**src/rtl/pc_unit_if.sv**
```systemverilog
// Fetch-side bus between branch/exception control and the program-counter unit.
interface pc_unit_if #(
  parameter int XLEN = 64
);
  logic            fetch_ready;
  logic            redirect_valid;
  logic [XLEN-1:0] redirect_target;
  logic            trap_valid;
  logic [XLEN-1:0] trap_pc;
  logic            trap_return;
  logic            halt_req;
  logic            resume;
  logic [XLEN-1:0] pc_out;
  logic            fetch_valid;
  logic [XLEN-1:0] epc_out;
  logic            halted;

  modport master (
    output fetch_ready, redirect_valid, redirect_target, trap_valid, trap_pc,
           trap_return, halt_req, resume,
    input  pc_out, fetch_valid, epc_out, halted
  );

  modport slave (
    input  fetch_ready, redirect_valid, redirect_target, trap_valid, trap_pc,
           trap_return, halt_req, resume,
    output pc_out, fetch_valid, epc_out, halted
  );
endinterface

```
**src/rtl/pc_unit.sv**
```systemverilog
// Program counter for the fetch stage: step on accepted fetch, redirect, trap entry/return, halt.
// All outputs come straight from registers; every update lands one cycle after its edge.
module pc_unit #(
  parameter int              XLEN         = 64,
  parameter logic [XLEN-1:0] RESET_VECTOR = '0,
  parameter logic [XLEN-1:0] TRAP_VECTOR  = XLEN'('h100),
  parameter int              STEP         = 4,
  parameter int              ALIGN_BITS   = 2
) (
  input  logic      clk,
  input  logic      reset,
  pc_unit_if.slave  bus
);
  localparam logic [1:0] ST_BOOT = 2'd0;
  localparam logic [1:0] ST_RUN  = 2'd1;
  localparam logic [1:0] ST_HALT = 2'd2;

  localparam logic [XLEN-1:0] ALIGN_MASK = {XLEN{1'b1}} << ALIGN_BITS;

  logic [1:0]      r_state;
  logic [1:0]      w_state_nxt;
  logic [XLEN-1:0] r_pc;
  logic [XLEN-1:0] r_epc;
  logic [XLEN-1:0] w_pc_nxt;
  logic [XLEN-1:0] w_epc_nxt;

  always_comb begin
    w_state_nxt = r_state;
    w_pc_nxt    = r_pc;
    w_epc_nxt   = r_epc;
    case (r_state)
      ST_BOOT: w_state_nxt = ST_RUN;
      ST_RUN: begin
        if (bus.trap_valid) begin
          w_pc_nxt  = TRAP_VECTOR;
          w_epc_nxt = bus.trap_pc & ALIGN_MASK;
        end else if (bus.trap_return) begin
          w_pc_nxt = r_epc & ALIGN_MASK;
        end else if (bus.redirect_valid) begin
          w_pc_nxt = bus.redirect_target & ALIGN_MASK;
        end else if (bus.fetch_ready) begin
          w_pc_nxt = r_pc + XLEN'(STEP);
        end
        // A halt never cancels the load chosen above in the same cycle.
        if (bus.halt_req) begin
          w_state_nxt = ST_HALT;
        end
      end
      ST_HALT: begin
        if (bus.trap_valid) begin
          w_pc_nxt    = TRAP_VECTOR;
          w_epc_nxt   = bus.trap_pc & ALIGN_MASK;
          w_state_nxt = ST_RUN;
        end else if (bus.resume) begin
          w_state_nxt = ST_RUN;
        end
      end
      default: w_state_nxt = ST_BOOT;
    endcase
  end

  always_ff @(posedge clk or posedge reset) begin
    if (reset) begin
      r_state <= ST_BOOT;
      r_pc    <= RESET_VECTOR;
      r_epc   <= '0;
    end else begin
      r_state <= w_state_nxt;
      r_pc    <= w_pc_nxt;
      r_epc   <= w_epc_nxt;
    end
  end

  assign bus.pc_out      = r_pc;
  assign bus.epc_out     = r_epc;
  assign bus.fetch_valid = (r_state == ST_RUN);
  assign bus.halted      = (r_state == ST_HALT);
endmodule

```
**src/flat_wrapper.sv**
```systemverilog
// flat-port wrapper written by rule: the top's interface ports become plain ports
module pc_unit_flat 
#(
  parameter int              XLEN         = 64,
  parameter logic [XLEN-1:0] RESET_VECTOR = '0,
  parameter logic [XLEN-1:0] TRAP_VECTOR  = XLEN'('h100),
  parameter int              STEP         = 4,
  parameter int              ALIGN_BITS   = 2
)
  (clk, reset, bus_fetch_ready, bus_redirect_valid, bus_redirect_target, bus_trap_valid, bus_trap_pc, bus_trap_return, bus_halt_req, bus_resume, bus_pc_out, bus_fetch_valid, bus_epc_out, bus_halted);
  pc_unit_if #(.XLEN(XLEN)) bus_i ();
  input  logic clk;
  input  logic reset;
  input wire logic [$bits(bus_i.fetch_ready)-1:0] bus_fetch_ready;
  input wire logic [$bits(bus_i.redirect_valid)-1:0] bus_redirect_valid;
  input wire logic [$bits(bus_i.redirect_target)-1:0] bus_redirect_target;
  input wire logic [$bits(bus_i.trap_valid)-1:0] bus_trap_valid;
  input wire logic [$bits(bus_i.trap_pc)-1:0] bus_trap_pc;
  input wire logic [$bits(bus_i.trap_return)-1:0] bus_trap_return;
  input wire logic [$bits(bus_i.halt_req)-1:0] bus_halt_req;
  input wire logic [$bits(bus_i.resume)-1:0] bus_resume;
  output wire logic [$bits(bus_i.pc_out)-1:0] bus_pc_out;
  output wire logic [$bits(bus_i.fetch_valid)-1:0] bus_fetch_valid;
  output wire logic [$bits(bus_i.epc_out)-1:0] bus_epc_out;
  output wire logic [$bits(bus_i.halted)-1:0] bus_halted;
  assign bus_i.fetch_ready = bus_fetch_ready;
  assign bus_i.redirect_valid = bus_redirect_valid;
  assign bus_i.redirect_target = bus_redirect_target;
  assign bus_i.trap_valid = bus_trap_valid;
  assign bus_i.trap_pc = bus_trap_pc;
  assign bus_i.trap_return = bus_trap_return;
  assign bus_i.halt_req = bus_halt_req;
  assign bus_i.resume = bus_resume;
  assign bus_pc_out = bus_i.pc_out;
  assign bus_fetch_valid = bus_i.fetch_valid;
  assign bus_epc_out = bus_i.epc_out;
  assign bus_halted = bus_i.halted;
  pc_unit #(.XLEN(XLEN), .RESET_VECTOR(RESET_VECTOR), .TRAP_VECTOR(TRAP_VECTOR), .STEP(STEP), .ALIGN_BITS(ALIGN_BITS)) u_core (.clk(clk), .reset(reset), .bus(bus_i));
endmodule
```
**config.mk**
```make
export PLATFORM = sky130hd
export DESIGN_NAME = pc_unit_flat
export DESIGN_NICKNAME = d
export VERILOG_FILES = /design/src/rtl/pc_unit_if.sv /design/src/rtl/pc_unit.sv /design/src/flat_wrapper.sv
export SDC_FILE = /design/constraint.sdc
export NUM_CORES = 1
export LEC_CHECK = 0
export BUFFER_PORTS_ARGS = -buffer_cell sky130_fd_sc_hd__buf_2
export CELL_PAD_IN_SITES_DETAIL_PLACEMENT = 1
export CELL_PAD_IN_SITES_GLOBAL_PLACEMENT = 2
export CORE_MARGIN = 3
export CORE_UTILIZATION = 27
export CTS_BUF_LIST = sky130_fd_sc_hd__clkbuf_16
export CTS_CLUSTER_DIAMETER = 40
export DETAILED_ROUTE_END_ITERATION = 10
export PLACE_DENSITY_LB_ADDON = 0.05
export SLEW_MARGIN = 5
export SYNTH_ARGS = -nofsm -noshare
export SYNTH_HDL_FRONTEND = slang
export SYNTH_SLANG_ARGS = --single-unit
```
**constraint.sdc**
```tcl
create_clock -name clk -period 3.5 [get_ports clk]
set_input_delay 0 -clock clk [delete_from_list [all_inputs] [get_ports clk]]
set_output_delay 0 -clock clk [all_outputs]
set_load 0.01 [all_outputs]
```
==> results.yml, run 1 <==
run_status:
  outcome: "complete, no violations"
logic_synthesis:
  synth_area_per_cell_um2: 9.310
  syn_inst: 834
  synth_top_family_by_area: "simple AND/OR/NAND/NOR gates"
  synth_ff_type: "dfrtp_1"
  synth_compound_area_frac: 0.2083
  async_flop_share: 1.000
  synth_mux_area_frac: 0.1034
  synth_seq_area_share: 0.4061
  syn_area_um2: 7765
  synth-edff-count: 0
  synth_seq_cells: 126
  synthAdderAreaFrac: 0.006445
  yosysWarningCount: 0
  yosys.area_share.xor_xnor: 0.009024
  ys_types: 72
  synthSimpleGateAreaFrac: 0.2270
placed_design:
  io_buffers: 257
  dp_hpwl_mm: 24.75
  place_congestion: 0.8434
setup_path:
  path_cells: "inv_1, ha_1, or3b_2, nor3_2, buf_12, o21ai_0, or4_1, nand3_1"
  cp_max_fo: 23
  cp-startpoint: "u_core.r_state[1]"
  critPathCaptureType: "flop"
  critical_path_required_ns: 3.86
  cp_top_family: "simple AND/OR/NAND/NOR gates"
  cp_slowest_cell: "or3b_2"
  path_class: "flop to flop"
  crit_path_max_incr_delay_ns: 0.68
  crit_arrival_ns: 3.26
  rr_startpoint: "u_core.r_state[1]"
  critical_path_buf_inv_count: 2
  startpoint_type: "flop"
die:
  die_w_um: 175.6
  start_util: 0.2765
  fp.dieArea_um2: 30830
  io_pins: 266
  coreArea_um2: 28090
  rows: 61
  die_y_um: 175.6
sta:
  skew_ns: 0.01579
  fin_crit_ns: 2.897
  worstMarginPinSlew_ns: 0.8959
  timing.fmax_mhz: 345.2
  rsz0062_at_grt: "false"
  finalCritPeriodShare: 0.8278
  slew_violations: 0
  slew_headroom: 0.4027
  hold_viol: 0
  setup_violations: 0
  finalSetupTns_ns: 0
routing:
  wl_per_cell_um: 22.31
  viasPerCell: 5.321
  drt_iter0_drc: 381
  routed_wl_mm: 35.59
  antenna_left: 0
  drc: 0
  dr_total_vias: 8487
  dr.pass1.iters: 5
clock_network:
  clk_pin_slew_ns: 0.07
  cts-root-buf: "clkbuf_16"
  cts_tree: "built"
  htree_levels: 4
  clock_sinks: 126
  cts_resized: 0
  cts_buffer_depth: 2
  clock_latency_ns: 0.44
  cts_buffers: 17
finish:
  finalNetCount: 1344
  antenna_cells: 0
  final_cell_mix: "buf_2 (257), dfrtp_1 (126), dlygate4sd3_1 (116)"
  drive_above_1_share: 0.3336
  final_common_cell: "buf_2"
  finish.utilization: 0.4038
  fill_cells: 3336
  areaGrowthSynthToFinish_pct: 46.05
hold_path:
  hp-class: "primary input to flop"
  hold_start: "bus_redirect_target[3]"
global_routing:
  grt_max_degree: 84
  grt_pass1_wl_mm: 54.96
  grt-ovfl-total: 0
  grt.total_usage: 0.2300
  grt_pass1_vias: 8956
  antenna_found_initial: 0
power_and_ir_drop:
  peakVddDrop_uv: 514.7
  powerDensity_nw_per_um2: 745.3
  p_leak_uw: 0.004922
run:
  cap_violations: 0
-- report_power, final --
part | switching, µW | internal (µW)
Sequential | 851 | 2090
Combinational | 2040 | 1700
Clock | 794 | 984
Total | 3690 | 4770
-- worst register-to-register path: stages, from the launching register on --
cell and delay [ns]:
dfrtp_1 0.35, inv_1 0.08, ha_1 0.42, or3b_2 0.68
nor3_2 0.39, buf_12 0.22, o21ai_0 0.11, or4_1 0.50
nand3_1 0.09
-- state kept, by name (all words and copies together) (netlist names) --
name	count
u_core.r_state	2
u_core.bus.epc_out	62
u_core.bus.pc_out	62
-- worst paths after layout --
| check | endpoint | slack [ns] | cells past startpoint |
|---|---|---|---|
| max in group asynchronous | u_core.bus.epc_out[52] | 2.32 | 4 |
| min | u_core.bus.pc_out[3] | 0.004 | 5 |
| min reg2reg | u_core.bus.epc_out[4] | 0.53 | 1 |
| max reg2reg | u_core.bus.pc_out[42] | 0.60 | 8 |
| max | u_core.bus.pc_out[42] | 0.60 | 8 |
| min in group asynchronous | u_core.bus.epc_out[24] | 0.31 | 3 |
-- Yosys cell counts, drive strengths merged, types with 3 or more instances --
library cell,number,share of area
a221o,4,0.0052
a31oi,4,0.0032
nand3,42,0.028
a21boi,3,0.0029
mux2i,6,0.0077
ha,4,0.0064
nor4,19,0.016
o311ai,6,0.0068
xnor2,4,0.0045
nand2,65,0.031
nand3b,4,0.0039
o21ai,45,0.029
nand4b,8,0.0090
o2111ai,4,0.0045
or4,15,0.015
a211oi,4,0.0039
and3,9,0.0073
o221ai,6,0.0068
inv,15,0.0073
dfrtp,126,0.41
nor4b,3,0.0034
and2,10,0.0081
xor2,4,0.0045
a21oi,31,0.020
nor2b,4,0.0032
and4,5,0.0056
clkbuf,51,0.025
a21o,3,0.0029
o21a,14,0.014
o2111a,11,0.016
a211o,4,0.0045
a32o,4,0.0052
o22ai,4,0.0032
o2bb2ai,8,0.0090
nand4,39,0.031
a22oi,25,0.024
buf,9,0.0068
nor3b,4,0.0039
nand2b,12,0.0097
nor3,18,0.012
mux2,66,0.096
o211ai,10,0.0097
nor2,57,0.028
a22o,15,0.017
-- timing repair --
item                                   CTS  global route
setup buffers                            0             0
endpoints found under the hold margin  196             0
hold buffers                           116             0
-- metal layers --
| layer | wire, µm | up-vias | GRT usage |
|---|---|---|---|
| li1 | - | 3956 | - |
| met1 | 17020 | 4275 | 0.3199 |
| met2 | 16550 | 235 | 0.3786 |
| met3 | 1594 | 21 | 0.03394 |
| met4 | 422 | 0 | 0.05312 |
| met5 | 0 | - | 0 |
-- metrics by stage --
| stage | hold slack [ns] | worst slack (ns) | instance area, µm² | power (µW) | cells |
|---|---|---|---|---|---|
| floorplan | 0.1466 | 0.1441 | 7776 | 4879 | 837 |
| global placement | 0.2329 | 0.6613 | 9619 | 6552 | 1447 |
| detailed placement | 0.2355 | 0.6011 | 9619 | 6598 | 1447 |
| CTS | 0.0008838 | 0.5724 | 11340 | 8523 | 1595 |
| global route | 0.01121 | 0.4129 | 11340 | 9036 | 1595 |
| finish | 0.004352 | 0.6028 | 11340 | 8453 | 1595 |
-- cell type report --
| class | count | area [µm²] | area share |
|---|---|---|---|
| Clock inverter | 15 | 135.1 | 0.01192 |
| Sequential cell | 126 | 3153 | 0.2780 |
| Multi-Input combinational cell | 635 | 4342 | 0.3828 |
| Clock buffer | 17 | 425.4 | 0.03751 |
| Tap cell | 378 | 473.0 | 0.04170 |
| Inverter | 16 | 65.06 | 0.005737 |
| Timing Repair Buffer | 408 | 2748 | 0.2423 |
-- logic make-up (layout without fill, tap and decap cells) --
group,count (synthesis),after routing
compound gates,223,223
fa+ha+maj,4,4
other cells,1,4
flops,126,126
mux,72,72
simple gates,324,324
xor+xnor,8,8
buf+inv,76,456
(Power assumes the default switching activity.)
==> run 2: changes to the inputs <==
CORE_UTILIZATION = 30   (was 27)
clock period = 2.9 ns   (was 3.5 ns; I/O delays follow)
==> results.yml, run 2 (synthesis gave the netlist of run 1 again) <==
power_and_ir_drop:
  p_clk_frac: 0.211
  p_sw_uw: 4355
  power_frac_seq: 0.338
  powerDensity_nw_per_um2: 903.2
  combPwrFrac: 0.451
  p_leak_uw: 0.005069
  peakVddDrop_uv: 375.9
  p_int_uw: 6011
  power_switching_share: 0.4201
finish:
  final_common_cell: "buf_2"
  final_cell_mix: "buf_2 (257), dfrtp_1 (126), dlygate4sd3_1 (111)"
  antenna_cells: 0
  seq_area_um2: 3153
  finalNetCount: 1366
  drive_above_1_share: 0.3465
  fill_cells: 2948
  areaGrowthSynthToFinish_pct: 47.81
  multi_input_area_um2: 4342
global_routing:
  antenna_found_initial: 0
  grt_max_degree: 64
  grt-ovfl-total: 0
  grt_pass1_wl_mm: 55.28
  grt.total_usage: 0.2516
  grt_pass1_vias: 9169
clock_network:
  cts_buffers: 17
  cts_resized: 0
  htree_levels: 4
  cts_buffer_depth: 2
  cts-root-buf: "clkbuf_16"
  cts_tree: "built"
  clock_latency_ns: 0.43
  clk_pin_slew_ns: 0.06
  clock_sinks: 126
sta:
  finalSetupTns_ns: 0
  worstMarginPinSlew_ns: 1.075
  timing.fmax_mhz: 362.5
  hold_slack_ns: -0.004794
  setup_violations: 0
  hold_viol: 1
  fin_crit_ns: 2.759
  slew_headroom: 0.2804
  slew_violations: 0
  skew_ns: 0.01384
  finalCritPeriodShare: 0.9512
  rsz0062_at_grt: "false"
die:
  die_y_um: 166.9
  io_pins: 266
  coreArea_um2: 25330
  die_w_um: 166.9
  start_util: 0.3066
  fp.dieArea_um2: 27850
  rows: 58
routing:
  dr_total_vias: 8615
  drt_iter0_drc: 513
  antenna_left: 0
  routed_wl_mm: 35.26
  dr.pass1.iters: 5
  wl_per_cell_um: 22.48
  viasPerCell: 5.494
  drc: 0
setup_path:
  cp_slowest_cell: "or4_1"
  crit_top_cell: "or4_1"
  crit_arrival_ns: 3.12
  cp-startpoint: "u_core.bus.pc_out[21]"
  critPathCaptureType: "flop"
  crit_path_max_incr_delay_ns: 0.70
  critical_path_required_ns: 3.26
  regToRegSetupSlack_ns: 0.14
  cp_max_fo: 6
  rr_startpoint: "u_core.bus.pc_out[21]"
  path_cells: "nand4_1, or4_1, or4_1, or4_1, nand3_1"
  startpoint_type: "flop"
  path_class: "flop to flop"
placed_design:
  place_congestion: 0.9173
  io_buffers: 257
  dp_hpwl_mm: 25.19
hold_path:
  hp-class: "primary input to flop"
  hold_start: "bus_redirect_target[2]"
run:
  cap_violations: 0
run_status:
  outcome: "finished with violations"
  violations: "hold timing"
-- run 2: changes by cell type in the layout (fill, tap and decap cells not counted), moves of 2 or more --
cell	previous run	this run
clkinvlp_4	5	2
inv_6	5	0
inv_1	14	17
buf_4	32	57
buf_12	3	5
dlygate4sd3_1	116	111
bufinv_16	1	3
-- run 2: final cells by class --
| cell class | instances | area share |
|---|---|---|
| Clock buffer | 17 | 0.03707 |
| Multi-Input combinational cell | 635 | 0.3783 |
| Sequential cell | 126 | 0.2747 |
| Clock inverter | 14 | 0.01352 |
| Timing Repair Buffer | 430 | 0.2549 |
| Inverter | 16 | 0.005560 |
| Tap cell | 330 | 0.03598 |
-- run 2: worst max-delay path: cells and delay by family, from the launching register on --
kind | cells | cell delay, ns
flip-flops | 1 | 0.47
AND/OR/NAND/NOR | 5 | 2.22
-- run 2: repair_timing --
action                                 4_1_cts  5_1_grt
endpoints found under the hold margin      126        0
buffers inserted                             0        0
hold buffers                               111        0
-- run 2: per-stage QoR --
stage                     instances  area [µm²]  power (µW)  utilization  worst slack [ns]
after floorplan                 837        7780        5889            -            0.2833
after global placement         1426        9786        7972       0.3864            0.2801
after detailed placement       1426        9786        8069       0.3864            0.2451
after CTS                      1568       11480       10430       0.4532            0.2152
after global routing           1568       11480       11080       0.4532           0.07607
final                          1568       11480       10370       0.4532            0.1414
-- run 2: worst paths after layout --
| path | end | cells past startpoint |
|---|---|---|
| min in group asynchronous | u_core.bus.epc_out[31] | 3 |
| hold reg to reg | u_core.bus.epc_out[5] | 1 |
| max in group asynchronous | u_core.bus.epc_out[52] | 4 |
| setup reg to reg | u_core.bus.pc_out[63] | 5 |
| setup / recovery | u_core.bus.pc_out[63] | 5 |
| hold / removal | u_core.bus.pc_out[2] | 5 |
-- run 2: power by group through the flow --
stage / Combinational, µW / Clock, µW / Sequential [µW]
finish: 4680 / 2190 / 3500
global route: 5120 / 2320 / 3640
CTS: 4710 / 2230 / 3480
detailed placement: 4560 / 0 / 3510
global placement: 4510 / 0 / 3460
floorplan: 2320 / 0 / 3570
-- run 2: per-layer routing --
layer	track usage	vias to the layer above	share of wire
met4	0.06385	0	0.018
met2	0.4067	264	0.46
met5	0	-	0
li1	-	3995	-
met1	0.3537	4314	0.47
met3	0.03916	42	0.051
==> run 3: changes to the inputs <==
CELL_PAD_IN_SITES_DETAIL_PLACEMENT = default   (was 1)
CELL_PAD_IN_SITES_GLOBAL_PLACEMENT = default   (was 2)
CORE_UTILIZATION = 51   (was 30)
==> results.yml, run 3 (synthesis gave the netlist of run 1 again) <==
run:
  cap_violations: 0
die:
  die_y_um: 129.4
  fp.dieArea_um2: 16740
  rows: 44
  die_w_um: 129.4
  io_pins: 266
  start_util: 0.5283
  coreArea_um2: 14700
setup_path:
  crit_arrival_ns: 3.08
  path_class: "flop to flop"
  startpoint_type: "flop"
  critical_path_required_ns: 3.26
  cp_max_fo: 8
  rr_startpoint: "u_core.bus.pc_out[19]"
  cp-startpoint: "u_core.bus.pc_out[19]"
  critPathCaptureType: "flop"
finish:
  areaGrowthSynthToFinish_pct: 43.54
  finalNetCount: 1348
  final_common_cell: "buf_2"
  drive_above_1_share: 0.3385
  fin_area_um2: 11150
  antenna_cells: 0
  final_cell_mix: "buf_2 (257), dfrtp_1 (126), dlygate4sd3_1 (111)"
clock_network:
  clock_latency_ns: 0.43
  htree_levels: 4
  post_cts_buffers: 0
  cts_tree: "built"
  cts_buffer_depth: 2
  cts_resized: 0
  cts_hold_buf: 111
  clock_sinks: 126
  cts_buffers: 17
  clk_pin_slew_ns: 0.06
  cts-root-buf: "clkbuf_16"
placed_design:
  io_buffers: 257
  dp_hpwl_mm: 19.30
  place_congestion: 0.9297
  placed_cell_area_um2: 9463
global_routing:
  grt_pass1_wl_mm: 47.28
  grt_pass1_vias: 8656
  antenna_found_initial: 0
  grt.total_usage: 0.3633
  grt_max_degree: 67
  grt-ovfl-total: 0
sta:
  rsz0062_at_grt: "false"
  slew_headroom: 0.4336
  timing.fmax_mhz: 368.4
  hold_slack_ns: 0.003564
  worstMarginPinSlew_ns: 0.8432
  finalSetupTns_ns: 0
  fin_crit_ns: 2.714
  slew_violations: 0
  setup_violations: 0
  finalCritPeriodShare: 0.9359
  hold_viol: 0
  skew_ns: 0.006438
power_and_ir_drop:
  peakVddDrop_uv: 683.9
  powerDensity_nw_per_um2: 909.5
  p_leak_uw: 0.004950
routing:
  dr.pass1.iters: 6
  routed_wl_mm: 30.23
  viasPerCell: 6.287
  antenna_left: 0
  dr_total_vias: 8827
  drc: 0
  wl_per_cell_um: 21.53
  drt_iter0_drc: 890
hold_path:
  hp-class: "primary input to flop"
  hold_start: "bus_redirect_target[5]"
run_status:
  outcome: "complete, no violations"
[run 3: cell types whose count changed in the layout (fill, tap and decap cells not counted), sizes merged]
| cell | delta |
|---|---|
| buf | -18 |
| bufinv | -1 |
| clkinv | -1 |
| clkinvlp | +4 |
| inv | -2 |
[run 3: report_power, final]
group	total (µW)	switching [µW]	internal (µW)
clock network	2110	853	1260
registers	3490	968	2520
logic	4540	2440	2100
total	10100	4260	5880
[run 3: per-layer routing]
metal | part of all wire | vias to the layer above | GRT usage
met3 | 0.10 | 95 | 0.1068
li1 | - | 3969 | -
met1 | 0.41 | 4207 | 0.4864
met2 | 0.45 | 556 | 0.5619
met4 | 0.031 | 0 | 0.1347
met5 | 0 | - | 0
[run 3: through the flow]
step | utilization | worst slack, ns | instances | power, µW
after floorplan | - | 0.2833 | 837 | 5889
after global placement | 0.6438 | 0.2836 | 1262 | 7666
after detailed placement | 0.6438 | 0.2352 | 1262 | 7750
after CTS | 0.7583 | 0.2155 | 1404 | 9988
after global routing | 0.7583 | 0.09202 | 1404 | 10700
final | 0.7583 | 0.1858 | 1404 | 10140
[run 3: layout make-up]
cell class              instances  area (µm²)
flip-flops and latches        126        3153
clock inverters                14       146.4
multi-input cells             635        4337
fillers                      1065        3553
repair buffers                412        2790
inverters                      16       63.81
clock buffers                  17       425.4
well taps                     184       230.2
[run 3: path summary, 6_finish.rpt]
check | to | slack (ns) | depth (start not counted)
setup / recovery | u_core.bus.pc_out[63] | 0.19 | 5
hold / removal | u_core.bus.pc_out[5] | 0.004 | 5
setup reg to reg | u_core.bus.pc_out[63] | 0.19 | 5
hold reg to reg | u_core.bus.epc_out[16] | 0.53 | 1
max in group asynchronous | u_core.bus.epc_out[2] | 1.72 | 4
min in group asynchronous | u_core.bus.epc_out[17] | 0.28 | 3
[run 3: worst max-delay path, stage by stage (launching register included)]
cell,delay [ns]
dfrtp_1,0.47
nand4_1,0.21
or4_1,0.59
or4_1,0.74
or4_1,0.56
nand3_1,0.08
